===== src/rtl/heap_feeder.sv =====
// heap_feeder: upstream stage of the heap sorter.
//
// Accepts keys over a valid/ready handshake and tags each one with its arrival
// index. It paces heap insertions to at most one every other cycle, flushes the
// heap when the batch closes, and then counts returned words until the batch
// has drained. It reports completion, or a timeout if the heap goes quiet.
//
// Ports
//   clk, rst     clock, synchronous active-high reset
//   start        pulse, begins a batch (honoured only when idle)
//   s_valid      input key valid
//   s_ready      feeder accepts a key this cycle (decoded from state)
//   s_key        input key
//   end_batch    pulse, closes the batch early (honoured only while filling)
//   heap_din     word to heap, {arrival index zero-extended, key}
//   heap_en      heap insert strobe
//   heap_init    heap init strobe
//   heap_flush   heap flush strobe
//   heap_valid   heap output word valid (counted only while draining)
//   busy         feeder not idle (decoded from state)
//   batch_len    number of keys inserted in the current batch
//   done         one-cycle completion pulse
//   err          timeout flag, valid with done, held until the next start
//
// state   | meaning
// --------+-----------------------------------------------------------
// S_IDLE  | waiting for start
// S_INIT  | heap_init pulse, batch counters cleared
// S_FILL  | ready for a key, or end_batch
// S_GAP   | heap_en pulse for the captured key, never ready
// S_FLUSH | heap_flush pulse, drain counter and idle timer armed
// S_DRAIN | counting returned words, watching the idle timer
// S_DONE  | done pulse, err valid
module heap_feeder #(
    parameter int DATA_WIDTH = 16,
    parameter int KEY_WIDTH  = 8,
    parameter int NLEVELS    = 4,
    parameter int TIMEOUT    = 64
) (
    input  logic                  clk,
    input  logic                  rst,
    input  logic                  start,
    input  logic                  s_valid,
    output logic                  s_ready,
    input  logic [KEY_WIDTH-1:0]  s_key,
    input  logic                  end_batch,
    output logic [DATA_WIDTH-1:0] heap_din,
    output logic                  heap_en,
    output logic                  heap_init,
    output logic                  heap_flush,
    input  logic                  heap_valid,
    output logic                  busy,
    output logic [NLEVELS-1:0]    batch_len,
    output logic                  done,
    output logic                  err
);

    localparam int IDX_W = DATA_WIDTH - KEY_WIDTH;
    localparam logic [NLEVELS-1:0] CAP = {NLEVELS{1'b1}};
    localparam int TMR_W = (TIMEOUT > 2) ? $clog2(TIMEOUT) : 1;
    // DONE costs one cycle of its own, so the timer terminal count lands one
    // cycle early. done then appears exactly TIMEOUT cycles after the last activity.
    localparam logic [TMR_W-1:0] TMR_LOAD = TMR_W'(TIMEOUT - 2);

    typedef enum logic [2:0] {
        S_IDLE, S_INIT, S_FILL, S_GAP, S_FLUSH, S_DRAIN, S_DONE
    } state_t;

    state_t state, next_state;

    logic               full;
    logic               closed;
    logic               hs;
    logic               idle_expired;
    logic [NLEVELS-1:0] drain_cnt;
    logic [TMR_W-1:0]   idle_tmr;

    always_ff @(posedge clk) begin
        if (rst) begin
            state <= S_IDLE;
        end else begin
            state <= next_state;
        end
    end

    always_comb begin
        next_state   = state;
        s_ready      = 1'b0;
        busy         = (state != S_IDLE);
        hs           = 1'b0;
        idle_expired = 1'b0;
        case (state)
            S_IDLE: begin
                if (start) next_state = S_INIT;
            end
            S_INIT: begin
                next_state = S_FILL;
            end
            S_FILL: begin
                s_ready = 1'b1;
                hs      = s_valid;
                // A key arriving together with end_batch is still accepted.
                if (s_valid) begin
                    next_state = S_GAP;
                end else if (end_batch) begin
                    next_state = (batch_len == '0) ? S_DONE : S_FLUSH;
                end
            end
            S_GAP: begin
                next_state = (full || closed) ? S_FLUSH : S_FILL;
            end
            S_FLUSH: begin
                next_state = S_DRAIN;
            end
            S_DRAIN: begin
                if (heap_valid) begin
                    if ((drain_cnt + NLEVELS'(1)) == batch_len) next_state = S_DONE;
                end else if (idle_tmr == '0) begin
                    idle_expired = 1'b1;
                    next_state   = S_DONE;
                end
            end
            S_DONE: begin
                next_state = S_IDLE;
            end
            default: begin
                next_state = S_IDLE;
            end
        endcase
    end

    // Strobes are registered from next_state so that each one is high during
    // the matching state cycle.
    always_ff @(posedge clk) begin
        if (rst) begin
            heap_din   <= '0;
            heap_en    <= 1'b0;
            heap_init  <= 1'b0;
            heap_flush <= 1'b0;
            batch_len  <= '0;
            done       <= 1'b0;
            err        <= 1'b0;
            full       <= 1'b0;
            closed     <= 1'b0;
            drain_cnt  <= '0;
            idle_tmr   <= '0;
        end else begin
            heap_init  <= (next_state == S_INIT);
            heap_en    <= (next_state == S_GAP);
            heap_flush <= (next_state == S_FLUSH);
            done       <= (next_state == S_DONE);

            if (state == S_IDLE && start) err <= 1'b0;
            if (idle_expired)             err <= 1'b1;

            case (state)
                S_INIT: begin
                    batch_len <= '0;
                    full      <= 1'b0;
                    closed    <= 1'b0;
                end
                S_FILL: begin
                    if (hs) begin
                        heap_din  <= {IDX_W'(batch_len), s_key};
                        batch_len <= batch_len + NLEVELS'(1);
                        full      <= ((batch_len + NLEVELS'(1)) == CAP);
                        closed    <= end_batch;
                    end
                end
                S_FLUSH: begin
                    drain_cnt <= '0;
                    idle_tmr  <= TMR_LOAD;
                end
                S_DRAIN: begin
                    if (heap_valid) begin
                        drain_cnt <= drain_cnt + NLEVELS'(1);
                        idle_tmr  <= TMR_LOAD;
                    end else if (idle_tmr != '0) begin
                        idle_tmr <= idle_tmr - TMR_W'(1);
                    end
                end
                default: begin
                end
            endcase
        end
    end

endmodule


===== config.mk =====
export PLATFORM = sky130hd
export DESIGN_NAME = heap_feeder
export DESIGN_NICKNAME = d
export VERILOG_FILES = /design/src/rtl/heap_feeder.sv
export SDC_FILE = /design/constraint.sdc
export NUM_CORES = 1
export LEC_CHECK = 0
export BUFFER_PORTS_ARGS = -buffer_cell sky130_fd_sc_hd__buf_2
export CAP_MARGIN = 15
export CORE_ASPECT_RATIO = 1.1
export CORE_MARGIN = 2
export CORE_UTILIZATION = 48
export CTS_CLUSTER_SIZE = 24
export DETAILED_ROUTE_END_ITERATION = 8
export GPL_ROUTABILITY_DRIVEN = 1
export GPL_TIMING_DRIVEN = 0
export MAX_ROUTING_LAYER = met4
export PLACE_DENSITY_LB_ADDON = 0.15
export SETUP_SLACK_MARGIN = 0.1
export SLEW_MARGIN = 10
export SYNTH_ARGS = -nofsm -noshare
export SYNTH_HDL_FRONTEND = slang
export SYNTH_SLANG_ARGS = --single-unit
export TNS_END_PERCENT = 50

===== constraint.sdc =====
create_clock -name clk -period 1.65 [get_ports clk]
set_input_delay 0.33 -clock clk [delete_from_list [all_inputs] [get_ports clk]]
set_output_delay 0.33 -clock clk [all_outputs]
set_load 0.1 [all_outputs]

== Word level (Yosys, flattened, before mapping) ==
Cells that the tools add are included.

* Memory bits (read-only): 0
* Output and inout port bits: 27
* Bits in registers: 36
* Memories: 0
* Bits in writable memories: 0
* Bits in latches: 0
* Logic and storage cells: 70

* Reduce and logical (&&, ||, !) cells: 14
* Bitwise logic cells: 0
* Multiply operators: 0
* Divide/modulo/power cells: 0
* Add/sub/neg operators: 3
* Shift operators: 0
* Equality and inequality tests: 14
* Mux-type cells: 27
* Order comparisons: 0

{| class="wikitable"
|+ Operators with widths
! cell !! number
|-
| $mux W3 || 7
|-
| $pmux W3 S6 || 1
|-
| $pmux W4 S2 || 2
|-
| $eq A3 B3 Y1 const B || 4
|-
| $mux W6 || 2
|-
| $pmux W6 S2 || 1
|-
| $eq A3 B2 Y1 const B || 3
|-
| $mux W1 || 9
|-
| $add A4 B1 Y4 const B || 2
|-
| $mux W4 || 2
|-
| $reduce_and A2 Y1 || 4
|-
| $eq A3 B1 Y1 const B || 2
|-
| $logic_not A6 Y1 || 1
|-
| $reduce_bool A2 Y1 || 3
|-
| $reduce_bool A6 Y1 || 1
|-
| $sub A6 B1 Y6 const B || 1
|-
| $eq A4 B4 Y1 || 1
|-
| $eq A4 B4 Y1 const B || 1
|-
| $logic_not A4 Y1 || 1
|-
| $ne A2 B2 Y1 const B || 2
|-
| $pmux W1 S2 || 2
|-
| $logic_not A3 Y1 || 1
|-
| $ne A3 B3 Y1 const B || 1
|-
| $reduce_bool A3 Y1 || 1
|-
| 3 further kinds || 3
|}

== Depth between registers and ports, before layout ==
* Word-level depth: 6
* Gate-level depth with buffers: 7
* Gate-level depth less buffers: 7

== Worst setup path after synthesis ==
OpenSTA, ideal clock, no wires.

* Path type: register -> register
* Start: reg state[0]
* End: reg heap_flush
* Buffers on the path: 1
* Cell stages (with the launch flop): 7
* Setup time: 117 ps
* Clock period less this slack: 2639 ps
* Arrival: 2522 ps
* Path slack: -989 ps
* Cell sequence: dfxtp_1 -> buf_4 -> nor3b_2 -> and2_1 -> nor2_1 -> o31a_2 -> and4b_1

* Word-level cells in the longest chain between the ends: 4
* Elaborated cells on any way between the ends: 14

{| class="wikitable"
|+ RTL lines
! element !! RTL line !! source
|-
| start: declaration || 69 || <nowiki>state_t state, next_state;</nowiki>
|-
| start signal: assignment || 82 || <nowiki>state <= next_state;</nowiki>
|-
| $mux W3, on equally long branches || 118, 105, 117 ||
|-
| $mux W3, on equally long branches || 116, 103 ||
|-
| $pmux W3 S6 * || 92 || <nowiki>case (state)</nowiki>
|-
| $eq A3 B3 Y1 * || 150 || <nowiki>heap_flush <= (next_state == S_FLUSH);</nowiki>
|-
| end signal: assignment || 150 ||
|-
| end: declaration || 50 || <nowiki>output logic heap_flush,</nowiki>
|}

Mark *: on every way between the ends. The rest lies on a longest branch, timed or not.
A chain may end at the register's enable or synchronous reset.

== Worst setup path in the final report ==
* Start: reg idle_tmr[0]
* End: reg heap_en

* Word-level cells in the longest chain between the ends: 5

{| class="wikitable"
|+ RTL lines
! element !! RTL line !! source
|-
| start: declaration || 76 || <nowiki>logic [TMR_W-1:0] idle_tmr;</nowiki>
|-
| start signal: assignment || 179 || <nowiki>idle_tmr <= idle_tmr - TMR_W'(1);</nowiki>
|-
| $logic_not A6 Y1 || 118 || <nowiki>end else if (idle_tmr == '0) begin</nowiki>
|-
| $mux W3 || 118 ||
|-
| $mux W3 || 116 || <nowiki>if (heap_valid) begin</nowiki>
|-
| $pmux W3 S6 || 92 ||
|-
| $eq A3 B2 Y1 || 149 || <nowiki>heap_en <= (next_state == S_GAP);</nowiki>
|-
| end signal: assignment || 149 ||
|-
| end: declaration || 48 || <nowiki>output logic heap_en,</nowiki>
|}

No other way between the ends.

==> impl_metrics.env <==
export IMPL_max_freq_ghz=0.591
export IMPL_final_hold_viol_count=0
export IMPL_pin_count=41
export IMPL_diodes=0
export IMPL_slowest_delay_ps=370
export IMPL_critPathRequiredTime_ps=1840
export IMPL_numCtsBuffers=5
export IMPL_critical_path_arrival_ps=1880
export IMPL_final_antenna_net_count=0
export IMPL_cts_buffer_depth=2
export IMPL_start_kind="flip-flop"
export IMPL_routed_wl_mm=4.23
export IMPL_area_growth_pct=42.4
export IMPL_dr_first_iter_drc_count=44
export IMPL_netlist_instances=213
export IMPL_max_slew_margin_pct=62.7
export IMPL_layout_nets=295
export IMPL_violations="negative setup slack"
export IMPL_drive_gt1_share_pct=43.0
export IMPL_power_density_nw_per_um2=879
export IMPL_setup_slack_ps=-43.4
export IMPL_placed_cells=300
export IMPL_cts_tree="yes"
export IMPL_drc_errors=0
export IMPL_status="finished with violations"
export IMPL_critical_path_cell_chain="inv_2 > ha_4 > nor3b_4 > nor4b_4 > buf_4 > o41ai_4 > buf_4 > nor3_2"
export IMPL_dr_pass1_iters=4
export IMPL_cts_hold_buffers=0
export IMPL_synth_distinct_cells=46
export IMPL_maxCapViolCount=0
export IMPL_cts_root_buffer="clkbuf_8"
export IMPL_grt_max_degree=12
export IMPL_grt_pass1_vias=1585
export IMPL_crit_fanout=5
export IMPL_leakagePower_uw=0.00107
export IMPL_via_per_inst=5.11
export IMPL_std_cell_rows=23
export IMPL_finalWeightedCongestion=0.779
export IMPL_slowest_stage="o41ai_4"
export IMPL_ys_seq_area_share_pct=40.3
export IMPL_min_path_type="input port to flip-flop"
export IMPL_crit_type="flip-flop to flip-flop"
export IMPL_slew_violations=0
export IMPL_rsz0062_at_grt="yes"
export IMPL_hpwl_mm=2.81
export IMPL_io_buffers=34
export IMPL_fin_crit_sh_pct=103
export IMPL_die_h_um=68.0
export IMPL_synth_seq_cells=36
export IMPL_synth_area_um2=1790
export IMPL_dieArea_um2=4230
export IMPL_vdd_drop_max_uv=509
export IMPL_avgSynthCellArea_um2=8.39
export IMPL_stdcell_count=327
export IMPL_start_util_pct=49.7
export IMPL_yosys_warnings=0
export IMPL_grt_ovfl_total=0
export IMPL_antenna_found_initial=0
export IMPL_clkLatencyLatePin_ps=290
export IMPL_path_buf_inv=3
export IMPL_vias=1672
export IMPL_wl_per_cell_um=12.9
export IMPL_core_um2=3600
export IMPL_crit_top_cell="buf_4"
export IMPL_die_width_um=62.2
export IMPL_path_clk_slew_ps=70
export IMPL_clock_sinks=36
export IMPL_period_needed_ps=1690
export IMPL_fin_skew_ps=6.76
export IMPL_h_tree_depth=2
export IMPL_worst_setup_path_end_kind="flip-flop"
export IMPL_tightestPinTransition_ps=559
export IMPL_finalSetupViolCount=4
export IMPL_cp_top_family="buffers and inverters"
export IMPL_track_usage_pct=22.1
export IMPL_grt_pass1_wl_mm=7.11
export IMPL_pre_cts_slack_ps=-350
[cells by family after synthesis]
kind of cell / Yosys count / synth area share, %
simple gates: 95 / 28.9
compound gates: 46 / 17.1
flops: 36 / 40.3
buf+inv: 21 / 5.60
xor+xnor: 9 / 4.41
fa+ha+maj: 5 / 3.50
other cells: 1 / 0.210
[Yosys cell counts (all sizes together)]
library cell  number  area share, %
a21boi             1           0.42
a21o               1           0.42
a21oi             27            7.8
a22oi              3            1.5
a311oi             4            2.0
a31oi              1           0.35
a32oi              1           0.49
and2               3            1.2
and2b              1           0.42
and3               1           0.35
and3b              2           0.98
and4b              1           0.56
and4bb             1           0.70
buf                8            2.9
clkbuf             7            1.5
conb               1           0.21
dfxtp             36             40
ha                 5            3.5
inv                6            1.3
nand2             39            8.2
nand2b             4            1.4
nand3              5            1.4
nand3b             1           0.63
nand4              1           0.35
nand4b             1           0.49
nor2              16            3.4
nor2b              2           0.70
nor3               6            2.0
nor3b              4            2.5
nor4b              1            1.3
nor4bb             1           0.56
o211ai             1           0.42
o21ai              4            1.1
o31a               1           0.56
o32ai              1           0.49
o41ai              1            1.5
or3                5            1.8
xnor2              5            2.5
xor2               4            2.0
[registers in the layout (all words and copies together) (netlist names)]
register and flops:
heap_init 1, full 1, heap_din 12, err 1, state 3, idle_tmr 6
closed 1, drain_cnt 4, heap_flush 1, heap_en 1, batch_len 4, done 1
[worst register-to-register path, cell delays in order, from the launching register on]
cell,delay [ps]
dfxtp_2,340
inv_2,50
ha_4,150
nor3b_4,150
nor4b_4,150
buf_4,180
o41ai_4,370
buf_4,180
nor3_2,30
[stage by stage]
| stage | setup TNS [ps] | cell area, um2 | util, % | hold slack (ps) | total power, uW |
|---|---|---|---|---|---|
| floorplan | -8790 | 1820 | - | 432 | 1350 |
| global placement | -1650 | 2050 | 57.0 | 441 | 1430 |
| detailed placement | -1990 | 2050 | 57.0 | 443 | 1430 |
| CTS | -2.86 | 2490 | 69.1 | 261 | 2210 |
| global route | -621 | 2540 | 70.7 | 277 | 2320 |
| finish | -95.2 | 2540 | 70.7 | 266 | 2240 |
[final cells by class]
cell class	instances	area, um2
multi-input combinational	159	1150
buffer	15	104
inverter	6	22.5
tap	50	62.6
fill	293	1050
sequential	36	743
timing repair buffer	53	359
clock buffer	8	100
[cells in the final DEF, fill, tap and decap left out, types with 2 or more instances in the layout]
cell type	count
ha_4	2
nand3_1	4
a311oi_2	2
nor2b_1	2
or3_1	5
a21oi_1	24
buf_2	31
a22oi_1	2
nor3_2	3
nand2b_1	3
and2_4	2
nor3b_2	2
inv_2	3
conb_1	4
buf_4	22
dfxtp_1	24
clkbuf_2	2
xnor2_2	3
dfxtp_2	9
a21oi_2	2
ha_1	2
a311oi_1	2
clkbuf_8	8
nand2_1	38
inv_1	3
buf_6	4
nor3_1	2
buf_12	2
nor3b_4	2
clkbuf_1	5
xor2_1	4
nor2_1	14
dfxtp_4	3
o21ai_1	3
[layer usage]
layer | GRT usage [%] | share of wire, % | vias to the layer above
li1 | - | - | 853
met1 | 24.3 | 44 | 788
met2 | 39.8 | 52 | 24
met3 | 4.44 | 2.6 | 7
met4 | 9.72 | 1.9 | 0
met5 | - | 0 | -
[repair_timing]
item | 4_1_cts | 5_1_grt
endpoints found under the hold margin | 0 | 0
resized for setup | 54 | 11
pin swaps | 15 | 9
gates cloned | 0 | 0
buffers inserted | 16 | 3
setup endpoints to repair | 19 | 26
[power by group]
| group | total (uW) | internal (uW) | switching (uW) |
|---|---|---|---|
| combinational | 628 | 226 | 402 |
| clock | 694 | 381 | 313 |
| sequential | 913 | 893 | 20.5 |
| total | 2240 | 1500 | 735 |
[path summary, 6_finish.rpt]
check	depth (start not counted)	slack (ps)	startpoint	to
worst min-delay path	3	270	s_key[7]	heap_din[7]
worst max register to register	8	-40	idle_tmr[0]	heap_en
worst min register to register	2	450	heap_din[4]	heap_din[4]
worst max-delay path	8	-40	idle_tmr[0]	heap_en
Power figures use the tool's default switching activity.
